===== src/rtl/mips_pkg.sv =====
// Shared MIPS definitions: exception causes, exception-unit FSM states,
// default handler-byte addresses and PC source mux selects.
package mips_pkg;

  typedef enum logic [1:0] {
    EXC_OPCODE   = 2'd0,
    EXC_OVERFLOW = 2'd1,
    EXC_DIVZERO  = 2'd2,
    EXC_RSVD     = 2'd3
  } exc_cause_e;

  typedef enum logic [1:0] {
    ST_IDLE = 2'd0,
    ST_WAIT = 2'd1,
    ST_LOAD = 2'd2,
    ST_DONE = 2'd3
  } evu_state_e;

  localparam int unsigned VEC_OPCODE_DEF   = 253;
  localparam int unsigned VEC_OVERFLOW_DEF = 254;
  localparam int unsigned VEC_DIVZERO_DEF  = 255;

  localparam logic [2:0] PCSRC_EPC = 3'd4;
  localparam logic [2:0] PCSRC_EXC = 3'd5;

  // Byte address of the handler byte for a given (non-reserved) cause.
  function automatic logic [31:0] vec_addr(input logic [1:0] cause,
                                           input int unsigned op,
                                           input int unsigned ov,
                                           input int unsigned dz);
    case (cause)
      EXC_OVERFLOW: return ov;
      EXC_DIVZERO:  return dz;
      default:      return op;
    endcase
  endfunction

endpackage


===== src/rtl/exception_vector_unit_if.sv =====
// Memory read port of the exception vector unit.
interface exception_vector_unit_if;
  logic [31:0] mem_addr;
  logic        mem_rd;
  logic [31:0] mem_data_in;

  modport master (output mem_addr, output mem_rd, input mem_data_in);
  modport slave  (input mem_addr, input mem_rd, output mem_data_in);
endinterface


===== src/rtl/exception_vector_unit_byte_lane_select.sv =====
// Picks one byte out of an aligned 32-bit word by byte offset (little-endian lanes).
module byte_lane_select (
  input  logic [31:0] word,
  input  logic [1:0]  offset,
  output logic [7:0]  byte_out
);

  always_comb begin
    case (offset)
      2'd0:    byte_out = word[7:0];
      2'd1:    byte_out = word[15:8];
      2'd2:    byte_out = word[23:16];
      default: byte_out = word[31:24];
    endcase
  end

endmodule


===== src/rtl/exception_vector_unit.sv =====
// Exception entry: captures EPC and cause, fetches the handler byte from the
// fixed vector location and strobes a PC load with the zero-extended target.
module exception_vector_unit
  import mips_pkg::*;
#(
  parameter int unsigned VEC_OPCODE   = VEC_OPCODE_DEF,
  parameter int unsigned VEC_OVERFLOW = VEC_OVERFLOW_DEF,
  parameter int unsigned VEC_DIVZERO  = VEC_DIVZERO_DEF,
  parameter int unsigned MEM_LATENCY  = 1
) (
  input  logic                          clk,
  input  logic                          reset,
  input  logic                          exc_req,
  input  logic [1:0]                    exc_cause,
  input  logic [31:0]                   pc_in,
  exception_vector_unit_if.master       mem,
  output logic [31:0]                   epc_out,
  output logic [31:0]                   exc_vector,
  output logic                          exc_pc_write,
  output logic [1:0]                    cause_out,
  output logic                          busy
);

  localparam int CNT_W = $clog2(MEM_LATENCY + 1);

  evu_state_e        state_q, state_d;
  logic [CNT_W-1:0]  cnt_q, cnt_d;
  logic [31:0]       epc_q, epc_d;
  logic [31:0]       vec_q, vec_d;
  logic [31:0]       addr_q, addr_d;
  logic [1:0]        cause_q, cause_d;
  logic              rd_q, rd_d;
  logic              strobe_q, strobe_d;
  logic              busy_q, busy_d;
  logic [7:0]        lane_byte;

  byte_lane_select u_lane (
    .word     (mem.mem_data_in),
    .offset   (addr_q[1:0]),
    .byte_out (lane_byte)
  );

  always_comb begin
    // NOTE: every _d starts as its _q so no branch can leave a signal unassigned and infer a latch.
    state_d  = state_q;
    cnt_d    = cnt_q;
    epc_d    = epc_q;
    vec_d    = vec_q;
    addr_d   = addr_q;
    cause_d  = cause_q;
    rd_d     = rd_q;
    strobe_d = strobe_q;
    busy_d   = busy_q;

    case (state_q)
      ST_IDLE: begin
        if (exc_req && (exc_cause != EXC_RSVD)) begin
          state_d = ST_WAIT;
          epc_d   = pc_in - 32'd4;
          cause_d = exc_cause;
          addr_d  = vec_addr(exc_cause, VEC_OPCODE, VEC_OVERFLOW, VEC_DIVZERO);
          cnt_d   = CNT_W'(MEM_LATENCY);
          rd_d    = 1'b1;
          busy_d  = 1'b1;
        end
      end
      ST_WAIT: begin
        cnt_d = cnt_q - CNT_W'(1);
        if (cnt_q == CNT_W'(1)) state_d = ST_LOAD;
      end
      ST_LOAD: begin
        // Memory data is valid now; the target and strobe appear together next cycle.
        state_d  = ST_DONE;
        vec_d    = {24'b0, lane_byte};
        rd_d     = 1'b0;
        strobe_d = 1'b1;
      end
      ST_DONE: begin
        state_d  = ST_IDLE;
        strobe_d = 1'b0;
        busy_d   = 1'b0;
      end
      default: state_d = ST_IDLE;
    endcase
  end

  always_ff @(posedge clk) begin
    // NOTE: non-blocking assignments only, so every flop samples pre-edge values regardless of statement order.
    if (reset) begin
      state_q  <= ST_IDLE;
      cnt_q    <= '0;
      epc_q    <= '0;
      vec_q    <= '0;
      addr_q   <= '0;
      cause_q  <= '0;
      rd_q     <= 1'b0;
      strobe_q <= 1'b0;
      busy_q   <= 1'b0;
    end else begin
      state_q  <= state_d;
      cnt_q    <= cnt_d;
      epc_q    <= epc_d;
      vec_q    <= vec_d;
      addr_q   <= addr_d;
      cause_q  <= cause_d;
      rd_q     <= rd_d;
      strobe_q <= strobe_d;
      busy_q   <= busy_d;
    end
  end

  assign mem.mem_addr = addr_q;
  assign mem.mem_rd   = rd_q;
  assign epc_out      = epc_q;
  assign exc_vector   = vec_q;
  assign exc_pc_write = strobe_q;
  assign cause_out    = cause_q;
  assign busy         = busy_q;

endmodule


===== src/flat_wrapper.sv =====
// flat-port wrapper written by rule: the top's interface ports become plain ports
module exception_vector_unit_flat import mips_pkg::*;
#(
  parameter int unsigned VEC_OPCODE   = VEC_OPCODE_DEF,
  parameter int unsigned VEC_OVERFLOW = VEC_OVERFLOW_DEF,
  parameter int unsigned VEC_DIVZERO  = VEC_DIVZERO_DEF,
  parameter int unsigned MEM_LATENCY  = 1
)
  (clk, reset, exc_req, exc_cause, pc_in, epc_out, exc_vector, exc_pc_write, cause_out, busy, mem_mem_addr, mem_mem_rd, mem_mem_data_in);
  exception_vector_unit_if mem_i ();
  input  logic clk;
  input  logic reset;
  input  logic exc_req;
  input  logic [1:0] exc_cause;
  input  logic [31:0] pc_in;
  output logic [31:0] epc_out;
  output logic [31:0] exc_vector;
  output logic exc_pc_write;
  output logic [1:0] cause_out;
  output logic busy;
  output wire logic [$bits(mem_i.mem_addr)-1:0] mem_mem_addr;
  output wire logic [$bits(mem_i.mem_rd)-1:0] mem_mem_rd;
  input wire logic [$bits(mem_i.mem_data_in)-1:0] mem_mem_data_in;
  assign mem_mem_addr = mem_i.mem_addr;
  assign mem_mem_rd = mem_i.mem_rd;
  assign mem_i.mem_data_in = mem_mem_data_in;
  exception_vector_unit #(.VEC_OPCODE(VEC_OPCODE), .VEC_OVERFLOW(VEC_OVERFLOW), .VEC_DIVZERO(VEC_DIVZERO), .MEM_LATENCY(MEM_LATENCY)) u_core (.clk(clk), .reset(reset), .exc_req(exc_req), .exc_cause(exc_cause), .pc_in(pc_in), .mem(mem_i), .epc_out(epc_out), .exc_vector(exc_vector), .exc_pc_write(exc_pc_write), .cause_out(cause_out), .busy(busy));
endmodule

===== config.mk =====
export PLATFORM = sky130hd
export DESIGN_NAME = exception_vector_unit_flat
export DESIGN_NICKNAME = d
export VERILOG_FILES = /design/src/rtl/mips_pkg.sv /design/src/rtl/exception_vector_unit_if.sv /design/src/rtl/exception_vector_unit_byte_lane_select.sv /design/src/rtl/exception_vector_unit.sv /design/src/flat_wrapper.sv
export SDC_FILE = /design/constraint.sdc
export NUM_CORES = 1
export LEC_CHECK = 0
export BUFFER_PORTS_ARGS = -buffer_cell sky130_fd_sc_hd__buf_4
export CAP_MARGIN = 25
export CORE_UTILIZATION = 49
export DETAILED_ROUTE_END_ITERATION = 8
export PLACE_DENSITY_LB_ADDON = 0.08
export SKIP_LAST_GASP = 1
export SLEW_MARGIN = 20
export SYNTH_ARGS = -nofsm -noshare
export SYNTH_HDL_FRONTEND = slang
export SYNTH_SLANG_ARGS = --single-unit

===== constraint.sdc =====
create_clock -name clk -period 3.3 [get_ports clk]
set_input_delay 0.33 -clock clk [delete_from_list [all_inputs] [get_ports clk]]
set_output_delay 0.33 -clock clk [all_outputs]
set_load 0.01 [all_outputs]

After elaboration in Yosys (flattened, before gate mapping)
Index checks and enable logic that the tools add are counted.
- add/subtract/negate cells: 2
- eq/ne operators: 10
- mux-type cells: 10
- reduce and logical (&&, ||, !) cells: 12
- operator list (cell ; number):
    subtractor 32 x 3 -> 32 bit (second input constant) ; 1
    case mux 8 bit (3 select lines) ; 1
    AND reduction 2 bit ; 5
    equality test 2 bit (second input constant) ; 4
    case mux 1 bit (2 select lines) ; 4
    case mux 2 bit (4 select lines) ; 1
    nonzero test 2 bit ; 4
    equality test 2 x 1 -> 1 bit (second input constant) ; 3
    logical NOT 2 bit ; 2
    two-way mux 2 bit ; 2
    != test 2 x 1 -> 1 bit (second input constant) ; 2
    case mux 2 bit (2 select lines) ; 1
    != test 2 bit (second input constant) ; 1
    logical AND 1 bit ; 1
    two-way mux 1 bit ; 1
    subtractor 1 bit (second input constant) ; 1
- flip-flop bits (word level): 80
- bits of input ports: 69
- output and inout port bits: 101
- word-level logic and storage cells: 43

Longest topological paths before layout
- word-level depth: 4
- depth in mapped cells: 8
- gate-level depth less buffers: 6

Hierarchy
Synthesis repeated with hierarchy kept, for this count alone.
- cell total of the unflattened synthesis: 335
- area, all modules: 3030.4 sq um
- by module, submodules not included (module ; times used ; cells each ; area an instance (sq um) ; sequential area each (sq um)):
    exception_vector_unit ; 1 ; 325 ; 2834.0 ; 1021.0
    byte_lane_select ; 1 ; 10 ; 196.4 ; 0.0

Least setup slack after synthesis
Ideal clock, no wire load.
- kind: input to register
- start: in pc_in[21]
- end: reg u_core.epc_q[24] (netlist: u_core.epc_out[24])
- library setup time: 0.091 ns
- data arrival time: 1.786 ns
- data required time: 3.209 ns
- path slack: 1.423 ns
- stages on the path: 4
- path buffers: 0
- cell sequence: or4_4 > or3_1 > or4_1 > a311oi_1
- cells in the longest elaborated chain, start to end: 1
- ends and longest elaborated chain (element ; RTL line ; text):
    start: declaration ; flat_wrapper.sv:15 ; input logic [31:0] pc_in;
    subtractor 32 x 3 -> 32 bit ; exception_vector_unit.sv:59 ; epc_d = pc_in - 32'd4;
    end signal: assignment ; exception_vector_unit.sv:102 ; epc_q <= epc_d;
    end: declaration ; exception_vector_unit.sv:28 ; logic [31:0] epc_q, epc_d;
No other way between the ends.
A chain may end at the register's enable or synchronous reset.

Final worst setup path
- start: reg u_core.state_q[0]
- end: reg u_core.epc_q[16] (netlist: u_core.epc_out[16])
- cells in the longest elaborated chain, start to end: 2
- ends and longest elaborated chain (element ; RTL line ; text):
    start: declaration ; exception_vector_unit.sv:26 ; evu_state_e state_q, state_d;
    start signal: assignment ; exception_vector_unit.sv:100 ; state_q <= state_d;
    logical NOT 2 bit ; exception_vector_unit.sv:55 ; case (state_q)
    AND reduction 2 bit (no line) ; n/a ;
No other way between the ends.

==> flow_metrics.env <==
export IMPL_status="complete, no violations"
export IMPL_post_route_period_util_pct=64.1
export IMPL_grt_busiest_layer="met2"
export IMPL_initial_utilization_pct=52.0
export IMPL_hold_path_end="u_core.epc_out[2]"
export IMPL_overflow=0
export IMPL_switching_power_mw=0.829
export IMPL_drv_cap=0
export IMPL_synth_avg_cell_area_um2=9.01
export IMPL_min_from="pc_in[2]"
export IMPL_dpl_cell_area_um2=3820
export IMPL_relSlewSlack_pct=52.2
export IMPL_tightest_slew_ns=0.712
export IMPL_hold_viol=0
export IMPL_htree_levels=2
export IMPL_final_max_slew_viol_count=0
export IMPL_cp_end_kind="flip-flop"
export IMPL_p_sw_share_pct=35.1
export IMPL_synth_edf_count=0
export IMPL_port_buffers=121
export IMPL_yosys_cell_types_count=49
export IMPL_drt_pass1_iterations=4
export IMPL_finalClockSkew_ns=0.00556
export IMPL_reg2reg_slack_ns=1.19
export IMPL_async_flop_share_pct=0
export IMPL_clockPowerShare_pct=19.0
export IMPL_critical_path_max_stage_delay_ns=0.53
export IMPL_vias=2742
export IMPL_num_fill_cells=550
export IMPL_drc=0
export IMPL_met1_usage_pct=24.8
export IMPL_regArea_um2=1020
export IMPL_mostFrequentLayoutCell="buf_4"
export IMPL_cts_sinks=51
export IMPL_rsz0062_at_grt="no"
export IMPL_drt_wl_total_um=7240
export IMPL_multi_input_area_um2=1780
export IMPL_ff2ff_path_depth=6
export IMPL_gr_usage_met3_pct=5.16
export IMPL_seqPwrFrac_pct=38.5
export IMPL_clockRootBuffer="clkbuf_8"
export IMPL_place_gp_congestion=0.863
export IMPL_top_level_ports=170
export IMPL_cp_required_ns=3.51
export IMPL_nets=531
export IMPL_diodes=0
export IMPL_holdPathStages=2
export IMPL_max_clock_path_buffers=2
export IMPL_area_growth_pct=24.3
export IMPL_clk_pin_slew_ns=0.09
export IMPL_synth_seq_cells=51
export IMPL_cts_hold_buf=0
export IMPL_ys_seq_area_share_pct=32.2
export IMPL_drive_gt1_share_pct=33.2
export IMPL_cts_tree="yes"
export IMPL_worstReg2RegEnd="u_core.epc_out[16]"
export IMPL_drtIter0Drc=98
export IMPL_die_area_um2=6800
export IMPL_synthCells=352
export IMPL_clk_latency_ns=0.30
export IMPL_final_setup_viol_count=0
export IMPL_critPathMaxFanout=61
export IMPL_final_antenna_net_count=0
export IMPL_arrival_ns=2.32
export IMPL_fin_area_um2=3940
export IMPL_antenna_found_initial=0
export IMPL_crit_type="flip-flop to flip-flop"
export IMPL_p_per_area_nw_per_um2=599
export IMPL_vias_per_cell=5.17
export IMPL_cell_internal_pwr_mw=1.53
export IMPL_crit_slowest_cell="buf_4"
export IMPL_synth_cell_area_um2=3170
export IMPL_core_area_um2=6100
export IMPL_ctsResizeCount=0
export IMPL_dp_hpwl_um=5360
export IMPL_met2_usage_pct=35.3
export IMPL_wl_per_cell_um=13.7
export IMPL_worstHoldPathType="input pin to flip-flop"
export IMPL_first_global_vias=2308
export IMPL_cp_cell_sequence="inv_1, ha_1, and3b_2, buf_4, nor2_1, a311oi_1"
export IMPL_vdd_drop_max_mv=0.361
export IMPL_grt_pass1_wl_um=10700
export IMPL_final_setup_tns_ns=0
export IMPL_reg2reg_from="u_core.state_q[0]"
export IMPL_hold_slack_ns=0.243
export IMPL_critPathLaunchType="flip-flop"
export IMPL_row_count=28
export IMPL_synth_warnings=0
export IMPL_final_cell_mix="buf_4, nor2_1, dfxtp_1"
export IMPL_p_leak_nw=1.66
export IMPL_power_frac_comb_pct=42.5
export IMPL_final_util_pct=64.7
export IMPL_fp_dieW_um=82.4
export IMPL_postCtsSetupBuffers=0
export IMPL_grt_max_degree=62
export IMPL_die_h_um=82.4
export IMPL_ys_flop_type="dfxtp_1"
export IMPL_cts_buffers=5
export IMPL_timing_fmax_mhz=473
export IMPL_layout_min_cycle_time_ns=2.11
export IMPL_grtUsageTotal_pct=20.4
export IMPL_p_total_mw=2.36
==> metrics by stage <==
stage | setup slack [ns] | cells
2_1_floorplan | 1.42 | 399
3_3_place_gp | 0.975 | 522
3_5_place_dp | 0.967 | 522
4_1_cts | 1.20 | 530
5_1_grt | 0.970 | 530
6_report | 1.19 | 530
==> power groups by stage <==
stage	combinational (mW)	clock, mW	sequential [mW]
6_report	1.00	0.448	0.909
5_1_grt	1.11	0.483	0.933
4_1_cts	1.01	0.466	0.913
3_5_place_dp	1.01	0	0.925
3_3_place_gp	0.990	0	0.919
2_1_floorplan	0.629	0	0.956
==> Yosys cell counts, types with 7 or more instances <==
library cell	count	area share, %
buf_4	53	13
mux2i_1	9	2.8
clkbuf_1	11	1.3
dfxtp_1	51	32
nor3_1	7	1.1
o31ai_1	13	3.1
ha_1	8	3.2
or4_1	13	3.1
a21oi_1	7	1.1
nand2_1	14	1.7
xor2_1	7	1.9
nor2_1	53	6.3
mux4_2	8	5.7
a311oi_1	16	4.4
a211oi_1	15	3.6
==> critical path, delay by kind of cell, from the launching register on <==
family                   cells  cell delay (ns)
buffers and inverters        2             0.64
AND/OR/NAND/NOR              2             0.45
flip-flops                   1             0.35
adder cells (fa/ha/maj)      1             0.28
AO/OA/AOI/OAI                1             0.28
==> cells by family after synthesis <==
kind of cell               Yosys count  share of synthesized area, %
DFF                                 51                          32.2
adders and majority gates            8                          3.16
and+or+nand+nor                    125                          21.3
AOI/OAI and AO/OA                   62                          14.8
buffers and inverters               79                          17.4
xor gates and xnor gates             9                          2.49
muxes                               17                          8.52
other                                1                         0.118
==> sequential cells by signal, summed over array words and instances (netlist names) <==
register	count
u_core.mem.mem_addr	3
u_core.cnt_q	1
u_core.exc_vector	8
u_core.exc_pc_write	1
u_core.busy	1
u_core.cause_out	2
u_core.state_q	2
u_core.mem.mem_rd	1
u_core.epc_out	32
==> how the worst max path moves through the flow <==
stage                       from  cells past startpoint                  to  slack [ns]
4_1_cts        u_core.state_q[0]                      6        u_core.cnt_q        1.20
6_report       u_core.state_q[0]                      6  u_core.epc_out[16]        1.19
3_5_place_dp            pc_in[7]                      5  u_core.epc_out[21]        0.97
5_1_grt        u_core.state_q[1]                      6  u_core.epc_out[16]        0.97
2_1_floorplan          pc_in[21]                      4  u_core.epc_out[24]        1.42
3_3_place_gp            pc_in[7]                      5  u_core.epc_out[29]        0.98
==> routing by layer <==
metal  up-vias  routed length (µm)
li1       1383                   -
met1      1249                3100
met2       103                3570
met3         7                 489
met4         0                  83
met5         -                   0
==> final cells by class <==
type                       instances  share of cell area [%]
clock buffer                       6                    2.09
sequential                        51                    25.9
timing repair buffer             122                    23.2
multi-input combinational        269                    45.0
inverter                           5                   0.476
clock inverter                     2                   0.889
tap                               75                    2.38
No activity file was read; power rests on OpenSTA's default activity.
